**config.mk**
```make
export PLATFORM = sky130hd
export DESIGN_NAME = coin_acceptor
export DESIGN_NICKNAME = d
export VERILOG_FILES = /design/src/rtl/coin_pkg.sv /design/src/rtl/coin_debounce.sv /design/src/rtl/coin_acceptor.sv
export SDC_FILE = /design/constraint.sdc
export NUM_CORES = 1
export LEC_CHECK = 0
export ABC_AREA = 1
export CAP_MARGIN = 20
export CORE_ASPECT_RATIO = 0.5
export CORE_MARGIN = 4
export CORE_UTILIZATION = 45
export CTS_CLUSTER_SIZE = 20
export DETAILED_ROUTE_END_ITERATION = 7
export SETUP_SLACK_MARGIN = 0.15
export SLEW_MARGIN = 10
export SYNTH_ARGS = -nofsm -noshare
export SYNTH_HDL_FRONTEND = slang
export SYNTH_SLANG_ARGS = --single-unit
```
**constraint.sdc**
```tcl
create_clock -name clk -period 1.6 [get_ports clk]
set_input_delay 0.32 -clock clk [delete_from_list [all_inputs] [get_ports clk]]
set_output_delay 0.32 -clock clk [all_outputs]
set_load 0.01 [all_outputs]
```
**src/rtl/coin_pkg.sv**
```systemverilog
// Shared definitions for the coin acceptor and its downstream vending machine.
// Coin codes here must stay identical to the ones vending_machine decodes.
package coin_pkg;

    localparam logic [1:0] COIN_NONE = 2'b00;
    localparam logic [1:0] COIN_5    = 2'b01;
    localparam logic [1:0] COIN_10   = 2'b10;

    localparam int TALLY_W = 8;

    typedef enum logic [1:0] {
        IDLE = 2'd0,
        EMIT = 2'd1,
        GAP  = 2'd2
    } state_t;

    // Audit counters stick at all-ones instead of wrapping.
    function automatic logic [TALLY_W-1:0] sat_inc(input logic [TALLY_W-1:0] v);
        return (&v) ? v : v + 1'b1;
    endfunction

endpackage

```
**src/rtl/coin_debounce.sv**
```systemverilog
// One sensor channel: 2-flop synchroniser, symmetric debouncer and a
// registered one-cycle pulse on each debounced 0->1 transition.
module coin_debounce #(
    parameter int DEBOUNCE_CYCLES = 4
) (
    input  logic clk,
    input  logic rst,
    input  logic raw,
    output logic rise
);

    localparam logic [7:0] LAST = 8'(DEBOUNCE_CYCLES - 1);

    logic [1:0] sync;
    logic       level;
    logic [7:0] cnt;

    always_ff @(posedge clk or negedge rst) begin
        if (!rst) begin
            sync  <= '0;
            level <= 1'b0;
            cnt   <= '0;
            rise  <= 1'b0;
        end else begin
            sync <= {sync[0], raw};
            rise <= 1'b0;
            if (sync[1] == level) begin
                cnt <= '0;
            end else if (cnt == LAST) begin
                // Enough consecutive disagreeing samples: adopt the new level.
                level <= sync[1];
                cnt   <= '0;
                rise  <= sync[1];
            end else begin
                cnt <= cnt + 8'd1;
            end
        end
    end

endmodule

```
**src/rtl/coin_acceptor.sv**
```systemverilog
// Coin-slot front end: debounced sensor events become single-cycle coin codes,
// with lock/spacing rejection and saturating audit tallies.
module coin_acceptor
    import coin_pkg::*;
#(
    parameter int DEBOUNCE_CYCLES = 4,
    parameter int MIN_GAP         = 2
) (
    input  logic               clk,
    input  logic               rst,
    input  logic               coin5_i,
    input  logic               coin10_i,
    input  logic               lock,
    output logic [1:0]         coin,
    output logic               reject,
    output logic [TALLY_W-1:0] tally5,
    output logic [TALLY_W-1:0] tally10
);

    localparam int         NUM_CH   = 2;
    localparam logic [7:0] GAP_LOAD = 8'(MIN_GAP);

    logic [NUM_CH-1:0] raw;
    logic [NUM_CH-1:0] rise;

    assign raw = {coin10_i, coin5_i};

    generate
        for (genvar g = 0; g < NUM_CH; g++) begin : g_ch
            coin_debounce #(
                .DEBOUNCE_CYCLES(DEBOUNCE_CYCLES)
            ) u_deb (
                .clk  (clk),
                .rst  (rst),
                .raw  (raw[g]),
                .rise (rise[g])
            );
        end
    endgenerate

    state_t     state, state_nxt;
    logic [7:0] gap_cnt, gap_nxt;
    logic [1:0] coin_nxt;
    logic       reject_nxt;
    logic       inc5, inc10;

    always_comb begin
        state_nxt  = state;
        gap_nxt    = gap_cnt;
        coin_nxt   = COIN_NONE;
        reject_nxt = 1'b0;
        inc5       = 1'b0;
        inc10      = 1'b0;
        case (state)
            IDLE: begin
                if (rise == 2'b11) begin
                    // Ambiguous simultaneous coins are refused as one event.
                    reject_nxt = 1'b1;
                end else if (rise != 2'b00) begin
                    if (lock) begin
                        reject_nxt = 1'b1;
                    end else begin
                        state_nxt = EMIT;
                        coin_nxt  = rise[0] ? COIN_5 : COIN_10;
                        inc5      = rise[0];
                        inc10     = rise[1];
                    end
                end
            end
            EMIT: begin
                state_nxt  = GAP;
                gap_nxt    = GAP_LOAD;
                reject_nxt = |rise;
            end
            GAP: begin
                reject_nxt = |rise;
                gap_nxt    = gap_cnt - 8'd1;
                if (gap_cnt == 8'd1) state_nxt = IDLE;
            end
            default: state_nxt = IDLE;
        endcase
    end

    always_ff @(posedge clk or negedge rst) begin
        if (!rst) begin
            state   <= IDLE;
            gap_cnt <= '0;
            coin    <= COIN_NONE;
            reject  <= 1'b0;
            tally5  <= '0;
            tally10 <= '0;
        end else begin
            state   <= state_nxt;
            gap_cnt <= gap_nxt;
            coin    <= coin_nxt;
            reject  <= reject_nxt;
            if (inc5)  tally5  <= sat_inc(tally5);
            if (inc10) tally10 <= sat_inc(tally10);
        end
    end

endmodule

```
==> flow_metrics.tcl <==
set metrics [dict create \
    outcome "finished clean" \
    ir_drop_mv 0.760 \
    endpoint_kind "register" \
    ys_ff_latch 53 \
    num_antenna_cells 0 \
    synth-async-reset-ratio_pct 100 \
    area_growth_syn_to_layout_pct 27.8 \
    fin_util_pct 61.1 \
    viasPerCell 4.82 \
    drt_iter0_drc 83 \
    cp-start-kind "register" \
    fp.dieH_um 62.7 \
    synth_top_family_by_area "simple AND/OR/NAND/NOR gates" \
    finalSetupViolCount 0 \
    swShare_pct 35.4 \
    die_w_um 117 \
    fp.dieArea_mm2 0.00737 \
    ys_warn_count 0 \
    power_density_mw_per_mm2 1300 \
    dp_cells 425 \
    drive_gt1_share_pct 17.8 \
    post_layout_nonfiller_instances 456 \
    pwr-share-seq_pct 39.8 \
    whs_ns 0.0103 \
    clkTransAtPathRegs_ns 0.07 \
    netlist_instances 328 \
    power_frac_clock_pct 25.2 \
    cp_max_fo 8 \
    gr-total-overflow 0 \
    skew_ns 0.00663 \
    cts_buffers 5 \
    grt_setup_unrepaired "yes" \
    synth.top_cell.area_share_pct 49.2 \
    critPathTopFamily "simple AND/OR/NAND/NOR gates" \
    power_frac_comb_pct 34.9 \
    postCtsHoldBufs 0 \
    ys_types 23 \
    grt_usage_pct 14.5 \
    finalCriticalPeriod_ns 1.44 \
    core_mm2 0.00563 \
    max_freq_mhz 692 \
    yosysTopAreaCell "dfrtp_1" \
    ant_nets 0 \
    root_buffer "clkbuf_16" \
    via_count 2197 \
    worst_slew_pin_slew_ns 0.281 \
    synth_flop_cell "dfrtp_1" \
    portBuffers 23 \
    grt_max_degree 54 \
    cts_tree "done" \
    slowest_stage "dfrtp_1" \
    synth_fp_nets 343 \
    synth_compound_area_share_pct 4.04 \
    final_common_cell "nand2_1" \
    cp_slowest_stage_delay_ns 0.40 \
    finalHoldViolations 0 \
    firstDrtPassIters 4 \
    nets 397 \
    synth.avg_cell_area_um2 8.22 \
    worstHoldPathType "input pin to async pin" \
    rows 19 \
    crit_buf_inv 2 \
    start_util_pct 47.8 \
    maxSlewViolCount 0 \
    worstPathArrival_ns 1.62 \
    synthXorXnorAreaFrac_pct 4.87 \
    clkLatencyLatePin_ns 0.29 \
    grt_pass1_vias 2015 \
    p_int_w 0.00290 \
    path_cells "inv_2, ha_4, nand2_2, nor3_4, nand2_4, buf_6, nand2_2, o21ai_1" \
    ctsLongestPathBuffers 2 \
    reg2reg_slack_ns 0.16 \
    fin_crit_sh_pct 90.3 \
    path_class "register to register" \
    final_cell_mix "nand2_1, dfrtp_1, inv_1" \
    routedWlPerCell_um 11.4 \
    cts_max_level 2 \
    pin_count 24 \
    crit_top_cell "nand2_2" \
    yosysSeqAreaShare_pct 49.2 \
    placed_area_mm2 0.00303 \
    power_switching_w 0.00159 \
    synth_area_mm2 0.00270 \
    maxSlewHeadroom_pct 81.1 \
    synth_edf_count 0 \
    final_cell_area_mm2 0.00344 \
    dp_hpwl_mm 3.45 \
    cp.required_ns 1.78 \
    place_congestion 0.821 \
    synth.mux.area_fraction_pct 0 \
    drcViolationCount 0 \
    power.leakage_nw 1.74 \
    cts.sinks 53 \
    antenna_found_initial 0 \
    yosys.area_share.simple_pct 29.7 \
    grt_first_pass_wirelength_mm 8.87 \
    drv_cap 0 \
    synth_fa_ha_area_share_pct 4.64 \
    wl_mm 5.21 \
    synth_area_leaders "dfrtp_1, nand2_1, inv_1" \
]
==> cell families after synthesis <==
| logic type | count (synthesis) |
|---|---|
| simple gates | 178 |
| flops | 53 |
| buf+inv | 51 |
| compound gates | 21 |
| xor+xnor | 15 |
| fa+ha+maj | 10 |
==> state kept, by name (all words and copies together) (netlist names) <==
| register | count |
|---|---|
| g_ch.u_deb.cnt | 16 |
| g_ch.u_deb.level | 2 |
| g_ch.u_deb.sync | 4 |
| tally5 | 8 |
| reject | 1 |
| gap_cnt | 8 |
| g_ch.u_deb.rise | 2 |
| coin | 2 |
| state | 2 |
| tally10 | 8 |
==> through the flow <==
| stage | setup slack (ns) | power (W) | TNS, ns |
|---|---|---|---|
| after floorplan | 0.201 | 0.00270 | 0 |
| after global placement | 0.0217 | 0.00306 | 0 |
| after detailed placement | -0.0000332 | 0.00310 | -0.0000332 |
| after CTS | 0.0924 | 0.00436 | 0 |
| after global routing | 0.0742 | 0.00481 | 0 |
| final | 0.155 | 0.00449 | 0 |
==> metal layers <==
metal,track usage (%),up-vias,share of wire (%)
met5,0,-,0
met4,3.95,0,1.2
met3,4.79,9,3.6
met2,23.8,25,46
met1,18.7,1034,49
li1,-,1129,-
==> synth_stat cells, types with 3 or more instances <==
| cell | count |
|---|---|
| a21oi_1 | 7 |
| a31oi_1 | 3 |
| dfrtp_1 | 53 |
| ha_1 | 10 |
| inv_1 | 48 |
| nand2_1 | 91 |
| nand3_1 | 20 |
| nand3_2 | 3 |
| nand4_1 | 7 |
| nor2_1 | 38 |
| nor3_1 | 8 |
| nor3b_1 | 3 |
| o21ai_0 | 8 |
| o21ai_1 | 3 |
| xnor2_1 | 6 |
| xor2_1 | 9 |
==> path summary, 6_finish.rpt <==
path | start | to | cells past startpoint
worst max-delay path | state[0]$_DFFE_PN0P_ | tally10[2]$_DFFE_PN0P_ | 8
worst min-delay path | rst | gap_cnt[6]$_DFFE_PN0N_ | 2
worst max register to register | state[0]$_DFFE_PN0P_ | tally10[2]$_DFFE_PN0P_ | 8
worst min register to register | g_ch[0].u_deb.sync[0]$_DFF_PN0_ | g_ch[0].u_deb.sync[1]$_DFF_PN0_ | 0
max in group asynchronous | rst | tally5[2]$_DFFE_PN0P_ | 2
min in group clk | g_ch[0].u_deb.sync[0]$_DFF_PN0_ | g_ch[0].u_deb.sync[1]$_DFF_PN0_ | 0
==> power by group through the flow <==
stage | clock (W) | sequential (W) | combinational [W]
after floorplan | 0 | 0.00181 | 0.000885
after CTS | 0.00117 | 0.00177 | 0.00142
final | 0.00113 | 0.00179 | 0.00157
after global routing | 0.00123 | 0.00182 | 0.00176
after detailed placement | 0 | 0.00183 | 0.00127
after global placement | 0 | 0.00182 | 0.00124
==> area by class of cell <==
type,instances,area [um^2]
Fill cell,505,2190
Sequential cell,53,1330
Multi-Input combinational cell,224,1250
Timing Repair Buffer,48,413
Inverter,50,198
Clock buffer,6,139
Tap cell,73,91.3
Clock inverter,2,17.5
==> repair_timing <==
action                                 in CTS  in global routing
pin swaps                                   2                  7
endpoints found under the hold margin       0                  0
resized for setup                          26                 21
gates cloned                                0                  0
setup endpoints to repair                  39                 24
buffers inserted                           14                  9
Note: power is estimated with default switching activity, not from simulation.
